## config.mk

```make
export PLATFORM = sky130hd
export DESIGN_NAME = spi_frame_responder
export DESIGN_NICKNAME = d
export VERILOG_FILES = /design/src/rtl/spi_link_pkg.sv /design/src/rtl/spi_shift40.sv /design/src/rtl/spi_frame_responder.sv
export SDC_FILE = /design/constraint.sdc
export NUM_CORES = 1
export LEC_CHECK = 0
export BUFFER_PORTS_ARGS = -buffer_cell sky130_fd_sc_hd__buf_4
export CAP_MARGIN = 0
export CELL_PAD_IN_SITES_DETAIL_PLACEMENT = 1
export CELL_PAD_IN_SITES_GLOBAL_PLACEMENT = 1
export CORE_UTILIZATION = 49
export CTS_CLUSTER_DIAMETER = 50
export CTS_CLUSTER_SIZE = 28
export DETAILED_ROUTE_END_ITERATION = 7
export PLACE_DENSITY = 0.83
export SYNTH_ARGS = -nofsm -noshare
export SYNTH_HDL_FRONTEND = slang
export SYNTH_SLANG_ARGS = --single-unit
```

## constraint.sdc

```tcl
create_clock -name clk -period 7.7 [get_ports clk]
set_input_delay 1.155 -clock clk [delete_from_list [all_inputs] [get_ports clk]]
set_output_delay 1.155 -clock clk [all_outputs]
set_load 0.02 [all_outputs]
```

## src/rtl/spi_link_pkg.sv

```systemverilog
// Constants and types shared by both ends of the 40-bit single-clock SPI link.
// The initiator imports this package so frame layout and target codes stay in one place.
package spi_link_pkg;

   localparam int unsigned FRAME_BITS   = 40;
   localparam int unsigned DAC_BITS     = 32;
   localparam int unsigned DAC_PAD_BITS = 8;
   localparam int unsigned CNT_W        = $clog2(FRAME_BITS + 1);

   localparam logic SEL_CFG = 1'b0;
   localparam logic SEL_DAC = 1'b1;

   typedef enum logic {
      IDLE  = 1'b0,
      SHIFT = 1'b1
   } link_state_e;

   // A DAC frame carries its code in the upper bits; the low pad byte must be zero.
   function automatic logic dac_pad_ok(input logic [FRAME_BITS-1:0] frame);
      return frame[DAC_PAD_BITS-1:0] == '0;
   endfunction

endpackage

```

## src/rtl/spi_shift40.sv

```systemverilog
// Parallel-load, shift-left register with serial in/out and a saturating bit counter.
// Load has priority over shift; the counter stops at W+1 so an overrun stays visible.
module spi_shift40
   import spi_link_pkg::*;
#(
   parameter int unsigned W  = FRAME_BITS,
   parameter int unsigned CW = CNT_W
) (
   input  logic          clk,
   input  logic          rst,
   input  logic          load,
   input  logic [W-1:0]  load_val,
   input  logic [CW-1:0] load_cnt,
   input  logic          shift,
   input  logic          ser_in,
   input  logic          cnt_clr,
   output logic [W-1:0]  q,
   output logic          ser_out,
   output logic [CW-1:0] cnt
);

   localparam logic [CW-1:0] SAT = CW'(W + 1);

   logic [W-1:0]  q_q, q_d;
   logic [CW-1:0] cnt_q, cnt_d;

   always_comb begin
      q_d   = q_q;
      cnt_d = cnt_q;
      if (load) begin
         q_d   = load_val;
         cnt_d = load_cnt;
      end else if (shift) begin
         q_d = {q_q[W-2:0], ser_in};
         if (cnt_q != SAT) begin
            cnt_d = cnt_q + CW'(1);
         end
      end else if (cnt_clr) begin
         cnt_d = '0;
      end
   end

   always_ff @(posedge clk or posedge rst) begin
      if (rst) begin
         q_q   <= '0;
         cnt_q <= '0;
      end else begin
         q_q   <= q_d;
         cnt_q <= cnt_d;
      end
   end

   assign q       = q_q;
   assign ser_out = q_q[W-1];
   assign cnt     = cnt_q;

endmodule

```

## src/rtl/spi_frame_responder.sv

```systemverilog
// Target side of the 40-bit SPI link: decodes config / DAC frames on cs_b rise and
// plays the last committed frame back on miso during the following transaction.
module spi_frame_responder
   import spi_link_pkg::*;
#(
   parameter logic [FRAME_BITS-1:0] CFG_RST = '0
) (
   input  logic                  clk,
   input  logic                  rst,
   input  logic                  cs_b,
   input  logic                  mosi,
   input  logic                  spi_sel,
   output logic                  miso,
   output logic [FRAME_BITS-1:0] cfg_reg,
   output logic                  cfg_wr,
   output logic [DAC_BITS-1:0]   dac_code,
   output logic                  dac_wr,
   output logic                  frame_err,
   output logic                  busy
);

   // Frame protocol: while cs_b is low every rising edge moves one bit each way;
   // the first edge with cs_b high after SHIFT is the commit edge, no back-pressure.
   link_state_e           state_q, state_d;
   logic                  sel_q, sel_d;
   logic [FRAME_BITS-1:0] last_frame_q, last_frame_d;
   logic [FRAME_BITS-1:0] cfg_reg_q, cfg_reg_d;
   logic [DAC_BITS-1:0]   dac_code_q, dac_code_d;
   logic                  cfg_wr_q, cfg_wr_d;
   logic                  dac_wr_q, dac_wr_d;
   logic                  frame_err_q, frame_err_d;

   logic [FRAME_BITS-1:0] rx_q;
   logic [CNT_W-1:0]      bit_cnt;
   logic                  rx_ser_unused;

   logic                  tx_load;
   logic [FRAME_BITS-1:0] tx_load_val;
   logic [CNT_W-1:0]      tx_load_cnt;
   logic                  tx_shift;
   logic                  tx_ser;
   logic [FRAME_BITS-1:0] tx_q_unused;
   logic [CNT_W-1:0]      tx_cnt_unused;

   spi_shift40 #(.W(FRAME_BITS), .CW(CNT_W)) u_rx (
      .clk      (clk),
      .rst      (rst),
      .load     (1'b0),
      .load_val ('0),
      .load_cnt ('0),
      .shift    (~cs_b),
      .ser_in   (mosi),
      .cnt_clr  (cs_b),
      .q        (rx_q),
      .ser_out  (rx_ser_unused),
      .cnt      (bit_cnt)
   );

   spi_shift40 #(.W(FRAME_BITS), .CW(CNT_W)) u_tx (
      .clk      (clk),
      .rst      (rst),
      .load     (tx_load),
      .load_val (tx_load_val),
      .load_cnt (tx_load_cnt),
      .shift    (tx_shift),
      .ser_in   (1'b0),
      .cnt_clr  (1'b0),
      .q        (tx_q_unused),
      .ser_out  (tx_ser),
      .cnt      (tx_cnt_unused)
   );

   always_comb begin
      state_d      = state_q;
      sel_d        = sel_q;
      last_frame_d = last_frame_q;
      cfg_reg_d    = cfg_reg_q;
      dac_code_d   = dac_code_q;
      cfg_wr_d     = 1'b0;
      dac_wr_d     = 1'b0;
      frame_err_d  = 1'b0;
      tx_load      = 1'b0;
      tx_load_val  = last_frame_q;
      tx_load_cnt  = '0;
      tx_shift     = 1'b0;
      case (state_q)
         IDLE: begin
            tx_load = 1'b1;
            if (!cs_b) begin
               state_d     = SHIFT;
               sel_d       = spi_sel;
               tx_load_val = last_frame_q << 1;
               tx_load_cnt = CNT_W'(1);
            end
         end
         SHIFT: begin
            if (!cs_b) begin
               tx_shift = 1'b1;
            end else begin
               state_d = IDLE;
               if (bit_cnt != CNT_W'(FRAME_BITS)) begin
                  frame_err_d = 1'b1;
               end else if (sel_q == SEL_CFG) begin
                  cfg_reg_d    = rx_q;
                  cfg_wr_d     = 1'b1;
                  last_frame_d = rx_q;
               end else if (dac_pad_ok(rx_q)) begin
                  dac_code_d   = rx_q[FRAME_BITS-1:DAC_PAD_BITS];
                  dac_wr_d     = 1'b1;
                  last_frame_d = rx_q;
               end else begin
                  frame_err_d = 1'b1;
               end
               // Preload the readback now so a frame starting next edge sees this commit.
               tx_load     = 1'b1;
               tx_load_val = last_frame_d;
            end
         end
         default: state_d = IDLE;
      endcase
   end

   always_ff @(posedge clk or posedge rst) begin
      if (rst) begin
         state_q      <= IDLE;
         sel_q        <= SEL_CFG;
         last_frame_q <= '0;
         cfg_reg_q    <= CFG_RST;
         dac_code_q   <= '0;
         cfg_wr_q     <= 1'b0;
         dac_wr_q     <= 1'b0;
         frame_err_q  <= 1'b0;
      end else begin
         state_q      <= state_d;
         sel_q        <= sel_d;
         last_frame_q <= last_frame_d;
         cfg_reg_q    <= cfg_reg_d;
         dac_code_q   <= dac_code_d;
         cfg_wr_q     <= cfg_wr_d;
         dac_wr_q     <= dac_wr_d;
         frame_err_q  <= frame_err_d;
      end
   end

   // busy is the registered FSM state bit, so it doubles as the state observation point.
   assign busy      = (state_q == SHIFT);
   assign miso      = tx_ser;
   assign cfg_reg   = cfg_reg_q;
   assign cfg_wr    = cfg_wr_q;
   assign dac_code  = dac_code_q;
   assign dac_wr    = dac_wr_q;
   assign frame_err = frame_err_q;

endmodule
```

---- After elaboration in Yosys (flattened, before gate mapping) ----
Cells that the tools add are included.
operators by class
  muxes and demuxes ....................... 28
  $add $sub $neg .......................... 1
  reductions and logical operators ........ 6
  eq/ne operators ......................... 2
  bitwise logic cells ..................... 4
operators by type and width
  cell                   number
  $mux W40               7
  $pmux W40 S2           1
  $mux W1                17
  $mux W6                2
  $ne A6 B6 Y1 const B   2
  $logic_not A8 Y1       1
  $add A6 B1 Y6 const B  1
  $reduce_and A5 Y1      1
  $not A1 Y1             4
  $reduce_and A4 Y1      1
  $reduce_bool A2 Y1     2
  $pmux W1 S2            1
  $reduce_and A2 Y1      1
word-level totals
  word-level logic and storage cells ...... 52
  register bits ........................... 203
  input bits .............................. 5

---- Longest topological paths before layout ----
Gate-level depths: netlist (run 1).
  depth in word-level cells ............... 7
  mapped depth ............................ 8
  gate-level depth less buffers ........... 6

---- Modules after synthesis ----
Synthesis (run 1) repeated with hierarchy kept, for this count alone.
second synthesis, totals
  cell total of the unflattened synthesis .. 919
  area total of the unflattened synthesis .. 10261.1 µm²
modules (own cells, without submodules)
  module               area each (µm²)  sequential area each (µm²)  cells an instance  instances
  spi_frame_responder  5696.7           2927.8                      461                1
  spi_shift40          2282.2           1151.1                      229                2

---- Worst setup path after synthesis (run 1) ----
No wires, ideal clock.
  kind .................................... in2reg
  start ................................... input port cs_b
  end ..................................... register last_frame_q[17]
  setup slack ............................. 4.769 ns
  arrival ................................. 2.806 ns
  stages on the path ...................... 5
  cells stage by stage .................... buf_2 nand2_1 nor3_2 clkbuf_1 mux2_2
on the way
  word-level cells in the longest chain between the ends .. 1
ends and longest elaborated chain
  item                    line                        source
  start: declaration      spi_frame_responder.sv:10   input logic cs_b,
  $mux W40                n/a
  end signal: assignment  spi_frame_responder.sv:136  last_frame_q <= last_frame_d;
  end: declaration        spi_frame_responder.sv:26   logic [FRAME_BITS-1:0] last_frame_q, last_frame_d;
Every way passes these cells.
A chain may end at the register's enable or synchronous reset.

---- Final worst setup path (run 1) ----
  start ................................... input port cs_b
  end ..................................... register u_tx.q_q[20] (netlist: u_tx.q[20])
on the way
  word-level cells in the longest chain between the ends .. 3
  elaborated cells between the ends (all ways) .. 9
ends and longest elaborated chain
  item                                            line                       source
  $mux W40 (tied with other cells)                n/a
  $pmux W40 S2 (tied with other cells)            spi_frame_responder.sv:86  case (state_q)
  $mux W40 or $reduce_bool A2 Y1 (tied branches)  n/a
  end signal: assignment                          spi_shift40.sv:48          q_q <= q_d;
  end: declaration                                spi_shift40.sv:24          logic [W-1:0] q_q, q_d;
Several ways; a longest one is shown, not always the timed one.

==> impl_metrics.yaml, run 1 <==
floorplan:
  die_x_um: 135
  fp.dieH_um: 135
  start_util_pct: 50.0
  rows: 48
  core_region_area_mm2: 0.0172
  io_pins: 82
  die_area_mm2: 0.0181
global_routing:
  antenna_found_initial: 0
  grt_pass1_wl_um: 33200
  grtUsageTotal_pct: 23.8
  grt_pass1_vias: 5840
  gr-total-overflow: 0
  grt_max_degree: 124
final_layout:
  drive_gt1_share_pct: 42.0
  finalNonFillerCells: 941
  fin_util_pct: 58.9
  syn_to_final_growth_pct: 17.9
  fill_cells: 1674
  nNetsFinal: 711
  num_antenna_cells: 0
sta:
  tns_ps: 0
  post-route-min-period_ps: 4540
  slew_headroom_pct: 8.76
  rsz0062_at_grt: "no"
  setup_viol: 0
  skew_ps: 31.4
  worstMarginPinSlew_ps: 1370
  clock.fmax_ghz: 0.220
  slew_violations: 0
  period_share_pct: 58.9
  hold_viol: 0
placed_design:
  finalWeightedCongestion: 0.767
  portBuffers: 81
  hpwl_um: 11700
  place_inst: 906
cts:
  cts_resized: 0
  cts_root_buffer: "clkbuf_16"
  insertion_delay_ps: 510
  cts_max_path_buffers: 3
  cts_max_level: 1
  cts_tree: "built"
  cts_buffers: 20
  post-cts-setup-buffers: 0
  clock-sinks: 203
  cts_hold_buf: 0
  clk_pin_slew_ps: 80
drt:
  ant_nets: 0
  drc_errors: 0
  routed_wl_um: 20400
  drtIter0Drc: 386
  viasPerCell: 5.77
  post_drt_wl_per_cell_um: 21.7
  via_count: 5432
  dr.pass1.iters: 4
critical_path:
  required_ps: 8060
  worstPathMaxFanout: 65
  cp.arrival_ps: 4890
  cp-end-kind: "flip-flop"
  worstSetupPathType: "in2reg"
  start_kind: "primary input"
synthesis:
  ys_ff_latch: 203
  synthArstFlopShare_pct: 100
  ys.flop_type: "dfrtp_1"
  yosys.cell_types.count: 30
  syn_inst: 628
  netlist_area_mm2: 0.00862
  seq_area_frac_synth_pct: 59.0
  yosys_warnings: 0
  syn_area_per_cell_um2: 13.7
  syn_nets: 636
  synth-edff-count: 0
power:
  power_uw: 2470
  power_density_mw_per_mm2: 243
  peakVddDrop_mv: 0.152
  p_leak_uw: 0.00515
status:
  outcome: "complete, no violations"
worst_hold_path:
  hold_path.class: "reg2reg"
run:
  drv_cap: 0
[cell usage after synthesis, types with 3 or more instances]
| cell type | n | area [um2] |
|---|---|---|
| dfrtp_1 | 203 | 5080 |
| nand2_1 | 128 | 480 |
| mux2_2 | 112 | 1260 |
| mux4_2 | 32 | 721 |
| nor2_1 | 30 | 113 |
| mux2_4 | 25 | 375 |
| clkbuf_1 | 22 | 82.6 |
| a21oi_1 | 8 | 40.0 |
| inv_1 | 8 | 30.0 |
| nand3_1 | 8 | 40.0 |
| a22o_1 | 5 | 43.8 |
| a31oi_1 | 5 | 31.3 |
| buf_2 | 5 | 25.0 |
| buf_1 | 4 | 15.0 |
| buf_6 | 4 | 45.0 |
| o21ai_0 | 4 | 20.0 |
| ha_1 | 3 | 37.5 |
| nor3_1 | 3 | 15.0 |
[placed cells by master, fill, tap and decap left out, types with 2 or more instances in the layout]
master	count
nor2_1	30
nand3_1	8
buf_4	88
mux2_2	112
mux4_2	32
nor4_2	3
clkbuf_16	21
inv_6	2
a22o_1	5
xnor2_1	2
nand2_1	128
o21ai_0	4
inv_1	7
dfrtp_1	202
ha_1	3
nor3_1	2
a221oi_1	2
clkinv_8	5
mux2_4	25
xor2_1	2
inv_12	3
a31oi_1	5
a21oi_1	8
inv_8	2
a211oi_1	2
[critical path, cell delays in order]
cell	delay, ps
buf_4	660
inv_1	880
or3_2	1160
mux2_4	480
mux4_2	500
[cells by family after synthesis]
kind of cell / count (synthesis) / share of synthesized area (%)
muxes: 169 / 27.4
xor gates and xnor gates: 4 / 0.407
buffers and inverters: 43 / 2.29
and+or+nand+nor: 179 / 8.51
adders and majority gates: 3 / 0.436
DFF: 203 / 59.0
AOI/OAI and AO/OA: 27 / 2.05
[metrics by stage]
step / hold slack [ps] / instance area, um2 / setup WS, ps
floorplan: 490 / 8620 / 1010
global placement: 450 / 9420 / 2900
detailed placement: 461 / 9420 / 2730
CTS: 479 / 10200 / 3180
global route: 497 / 10200 / 3010
finish: 474 / 10200 / 3160
[metal layers]
layer / vias up / global-route usage, % / wire length [um]
li1: 2352 / - / -
met1: 2891 / 31.6 / 8540
met2: 138 / 39.8 / 10400
met3: 51 / 3.45 / 810
met4: 0 / 9.43 / 641
met5: - / 0 / 0
[report_power, final]
group | switching, uW | internal (uW) | leakage, uW
Clock | 499 | 575 | 0.000355
Sequential | 115 | 1140 | 0.00275
Combinational | 68.7 | 75.4 | 0.00205
[path summary, 6_finish.rpt]
check / slack, ps / endpoint / start / cells past startpoint
worst max register to register: 4500 / u_tx.q[20]$_DFFE_PP0P_ / u_rx.q[4]$_DFFE_PP0N_ / 5
worst min-delay path: 470 / cfg_reg[34]$_DFFE_PP0P_ / cfg_reg[34]$_DFFE_PP0P_ / 2
worst min register to register: 470 / cfg_reg[34]$_DFFE_PP0P_ / cfg_reg[34]$_DFFE_PP0P_ / 2
max in group asynchronous: 5260 / dac_code[4]$_DFFE_PP0P_ / rst / 3
worst max-delay path: 3160 / u_tx.q[20]$_DFFE_PP0P_ / cs_b / 5
min in group asynchronous: 790 / cfg_reg[35]$_DFFE_PP0P_ / rst / 2
[area by class of cell]
class / instances / area, um2 / area share, %
sequential: 203 / 5080 / 50.0
multi-input combinational: 382 / 3360 / 33.1
timing repair buffer: 88 / 661 / 6.50
clock buffer: 22 / 529 / 5.21
tap: 225 / 282 / 2.77
clock inverter: 13 / 209 / 2.06
inverter: 8 / 37.5 / 0.370
No activity file was read; power rests on OpenSTA's default activity.
==> run 2, diff against run 1 <==
clock period = 4.4 ns   (was 7.7 ns; I/O delays follow)
==> run 2 against run 1 <==
Worst setup slack worse by 1900 ps. Critical path depth unchanged. Final cell count rose by 0.32%. Worst hold slack got worse by 180 ps. Critical path type is now reg2reg. Largest power group unchanged.
==> impl_metrics.yaml, run 2 (synthesized netlist as in run 1, its figures left out) <==
sta:
  slew_headroom_pct: 27.0
  worst_slack_ps: 1300
  rsz0062_at_grt: "no"
  period_share_pct: 70.4
  skew_ps: 39.8
  tns_ps: 0
  slew_violations: 0
  worstMarginPinSlew_ps: 1100
  clock.fmax_ghz: 0.323
  post-route-min-period_ps: 3100
  hold_viol: 0
  setup_viol: 0
power:
  seqPwrFrac_pct: 52.7
  power_density_mw_per_mm2: 411
  intPower_uw: 3040
  switchingPower_uw: 1130
  pwr-share-clk_pct: 41.3
  peakVddDrop_mv: 0.271
  power_uw: 4160
  p_sw_share_pct: 27.1
  p_leak_uw: 0.00514
  comb_power_share_pct: 6.1
final_layout:
  final_cell_mix: "dfrtp_1, nand2_1, mux2_2"
  nNetsFinal: 714
  fin_util_pct: 58.8
  drive_gt1_share_pct: 42.1
  syn_to_final_growth_pct: 17.6
  final_common_cell: "dfrtp_1"
  num_antenna_cells: 0
critical_path:
  reg2reg_depth: 5
  cpMaxStageDelayCell: "or3_2"
  r2r_slack_ps: 1300
  crit_buf_inv: 0
  r2r_start: "u_rx.q[4]$_DFFE_PP0N_"
  start_kind: "flip-flop"
  startpoint: "u_rx.q[4]$_DFFE_PP0N_"
  critPathTopFamily: "simple AND/OR/NAND/NOR gates"
  worstSetupPathType: "reg2reg"
  crit_path_max_incr_delay_ps: 920
  worstPathMaxFanout: 33
  required_ps: 4780
  cp-end-kind: "flip-flop"
  cp_cell_sequence: "nor4_2 > a21oi_1 > or3_2 > mux2_4 > mux4_2"
  r2r_end: "u_tx.q[33]$_DFFE_PP0P_"
  cp.arrival_ps: 3480
placed_design:
  portBuffers: 81
  finalWeightedCongestion: 0.770
  pre_cts_ws_ps: 1210
  hpwl_um: 12000
floorplan:
  io_pins: 82
  die_x_um: 135
  fp.dieH_um: 135
  core_region_area_mm2: 0.0172
  start_util_pct: 50.0
  rows: 48
  die_area_mm2: 0.0181
drt:
  routed_wl_um: 19300
  drtIter0Drc: 238
  ant_nets: 0
  post_drt_wl_per_cell_um: 20.5
  viasPerCell: 5.66
  drc_errors: 0
  via_count: 5342
  dr.pass1.iters: 4
run:
  drv_cap: 0
cts:
  cts_resized: 0
  cts_tree: "built"
  cts_hold_buf: 0
  clk_pin_slew_ps: 70
  cts_max_level: 1
  clock-sinks: 203
  cts_max_path_buffers: 3
  cts_root_buffer: "clkbuf_16"
  cts_buffers: 19
  post-cts-setup-buffers: 0
  insertion_delay_ps: 520
global_routing:
  grtUsageTotal_pct: 22.7
  antenna_found_initial: 0
  gr-total-overflow: 0
  grt_pass1_vias: 5827
  grt_pass1_wl_um: 31900
  grt_max_degree: 127
worst_hold_path:
  hold_path.class: "in2async"
status:
  outcome: "complete, no violations"
-- run 2: cell types whose count changed in the layout (fill, tap and decap cells not counted), sizes merged --
| cell | previous run | this run |
|---|---|---|
| buf | 88 | 92 |
| clkbuf | 22 | 21 |
| clkinv | 5 | 7 |
| clkinvlp | 0 | 1 |
| inv | 15 | 12 |
-- run 2: final cells by class --
class	count	area [um2]
Sequential cell	203	5080
Fill cell	1635	7110
Multi-Input combinational cell	382	3360
Clock buffer	21	483
Clock inverter	13	178
Inverter	8	33.8
Timing Repair Buffer	92	716
Tap cell	225	282
-- run 2: stage by stage --
| step | instances | hold WS (ps) | instance area [um2] |
|---|---|---|---|
| 2_1_floorplan | 628 | 490 | 8620 |
| 3_3_place_gp | 910 | 451 | 9470 |
| 3_5_place_dp | 910 | 463 | 9470 |
| 4_1_cts | 944 | 294 | 10100 |
| 5_1_grt | 944 | 320 | 10100 |
| 6_report | 944 | 292 | 10100 |
-- run 2: worst max-delay path by stage --
stage,cells after the start,slack (ps),end
final,5,1300,u_tx.q[33]$_DFFE_PP0P_
after global routing,5,1230,u_tx.q[16]$_DFFE_PP0P_
after CTS,5,1320,u_tx.q[17]$_DFFE_PP0P_
after detailed placement,6,1210,u_tx.q[29]$_DFFE_PP0P_
after global placement,6,1300,u_tx.q[30]$_DFFE_PP0P_
after floorplan,1,1110,busy$_DFF_PP0_
-- run 2: worst min-delay path, stage by stage --
cell and delay, ps:
buf_4 120, clkinvlp_4 100, buf_12 340
-- run 2: layer usage --
layer	GRT usage [%]	share of wire, %	vias to the layer above
li1	-	-	2357
met1	29.3	41	2838
met2	40.2	53	120
met3	2.89	4.0	27
met4	7.12	2.1	0
met5	0	0	-
-- run 2: power by group through the flow --
| stage | Combinational, uW | Clock, uW | Sequential, uW |
|---|---|---|---|
| finish | 253 | 1720 | 2190 |
| global route | 279 | 1830 | 2220 |
| CTS | 261 | 1760 | 2190 |
| detailed placement | 258 | 0 | 2230 |
| global placement | 241 | 0 | 2200 |
| floorplan | 207 | 0 | 2150 |
==> run 3, diff against run 2 <==
CORE_UTILIZATION = 44   (was 49)
PLACE_DENSITY = 0.78   (was 0.83)
clock period = 2.8 ns   (was 4.4 ns; I/O delays follow)
==> run 3 against run 2 <==
Clock skew down 14 ps. Count of clock-buffer cells in the layout up 3. Sequential share of layout area down 1.0 points. Die area up 11%. Global-route usage down 3.0 points. Sequential power up 57%. Power up 65%. Largest cell class unchanged. Highest routed layer unchanged.
==> impl_metrics.yaml, run 3 (synthesized netlist as in run 1, its figures left out) <==
floorplan:
  fp.dieH_um: 142
  start_util_pct: 45.5
  core_region_area_mm2: 0.0190
  io_pins: 82
  die_x_um: 142
  rows: 50
  die_area_mm2: 0.0201
critical_path:
  crit_path_max_incr_delay_ps: 480
  worstSetupPathType: "reg2reg"
  cp.arrival_ps: 3020
  critPathTopFamily: "simple AND/OR/NAND/NOR gates"
  crit_buf_inv: 1
  cp_cell_sequence: "nor4_2 > a21oi_1 > or3_2 > buf_4 > mux2_4 > mux4_2"
  cpMaxStageDelayCell: "mux4_2"
  required_ps: 3160
  start_kind: "flip-flop"
  worstPathMaxFanout: 19
  cp-end-kind: "flip-flop"
cts:
  post-cts-setup-buffers: 0
  cts_tree: "built"
  cts_resized: 0
  clk_pin_slew_ps: 70
  insertion_delay_ps: 500
  cts_max_level: 1
  cts_buffers: 21
  cts_root_buffer: "clkbuf_16"
  clock-sinks: 203
  cts_max_path_buffers: 3
  cts_hold_buf: 0
placed_design:
  portBuffers: 81
  hpwl_um: 11700
  pre_cts_ws_ps: 192
  finalWeightedCongestion: 0.800
  place_inst: 952
final_layout:
  finalNonFillerCells: 988
  nNetsFinal: 723
  final_cell_mix: "dfrtp_1, nand2_1, mux2_2"
  num_antenna_cells: 0
  final_common_cell: "dfrtp_1"
  syn_to_final_growth_pct: 20.0
  drive_gt1_share_pct: 43.0
sta:
  post-route-min-period_ps: 2670
  worst_slack_ps: 133
  clock.fmax_ghz: 0.375
  hold_viol: 0
  worstMarginPinSlew_ps: 836
  slew_violations: 0
  skew_ps: 25.4
  tns_ps: 0
  slew_headroom_pct: 44.2
  rsz0062_at_grt: "no"
  period_share_pct: 95.3
  setup_viol: 0
drt:
  viasPerCell: 5.32
  drc_errors: 0
  drtIter0Drc: 284
  ant_nets: 0
  routed_wl_um: 18800
  post_drt_wl_per_cell_um: 19.0
  dr.pass1.iters: 4
  via_count: 5261
global_routing:
  grtUsageTotal_pct: 19.7
  grt_pass1_wl_um: 31400
  antenna_found_initial: 0
  grt_pass1_vias: 5761
  grt_max_degree: 79
  gr-total-overflow: 0
power:
  power_density_mw_per_mm2: 662
  peakVddDrop_mv: 0.425
  power_uw: 6850
  p_leak_uw: 0.00523
run:
  drv_cap: 0
status:
  outcome: "complete, no violations"
worst_hold_path:
  hold_path.class: "in2async"
-- run 3: layout make-up --
cell class	instances	area, um2
Clock buffer	24	557
Clock inverter	12	189
Fill cell	1859	8620
Inverter	8	33.8
Multi-Input combinational cell	382	3360
Sequential cell	203	5080
Tap cell	260	325
Timing Repair Buffer	99	793
-- run 3: power breakdown --
group | switching [uW] | internal [uW] | total [uW]
logic | 184 | 218 | 402
registers | 316 | 3130 | 3440
clock network | 1250 | 1760 | 3000
-- run 3: layer usage --
layer  track usage (%)  share of wire, %  routed length [um]
met1              25.9                43                8070
met3              2.79               3.5                 656
met2              34.6                52                9800
met4              4.53               1.5                 286
met5                 0                 0                   0
-- run 3: worst paths after layout --
check	depth (start not counted)	to	slack (ps)	start
min in group clk	3	sel_q$_DFFE_PP0P_	170	spi_sel
hold reg to reg	2	cfg_reg[27]$_DFFE_PP0P_	470	cfg_reg[27]$_DFFE_PP0P_
max in group asynchronous	3	cfg_reg[6]$_DFFE_PP0P_	1970	rst
setup / recovery	6	u_tx.q[38]$_DFFE_PP0P_	130	u_rx.q[4]$_DFFE_PP0N_
setup reg to reg	6	u_tx.q[38]$_DFFE_PP0P_	130	u_rx.q[4]$_DFFE_PP0N_
hold / removal	2	dac_code[13]$_DFFE_PP0P_	10	rst
-- run 3: metrics by stage --
stage / instance area (um2) / utilization (%) / hold slack (ps)
floorplan: 8620 / - / 490
global placement: 9590 / 50.6 / 450
detailed placement: 9590 / 50.6 / 459
CTS: 10300 / 54.5 / 20.4
global route: 10300 / 54.5 / 53.1
finish: 10300 / 54.5 / 11.5
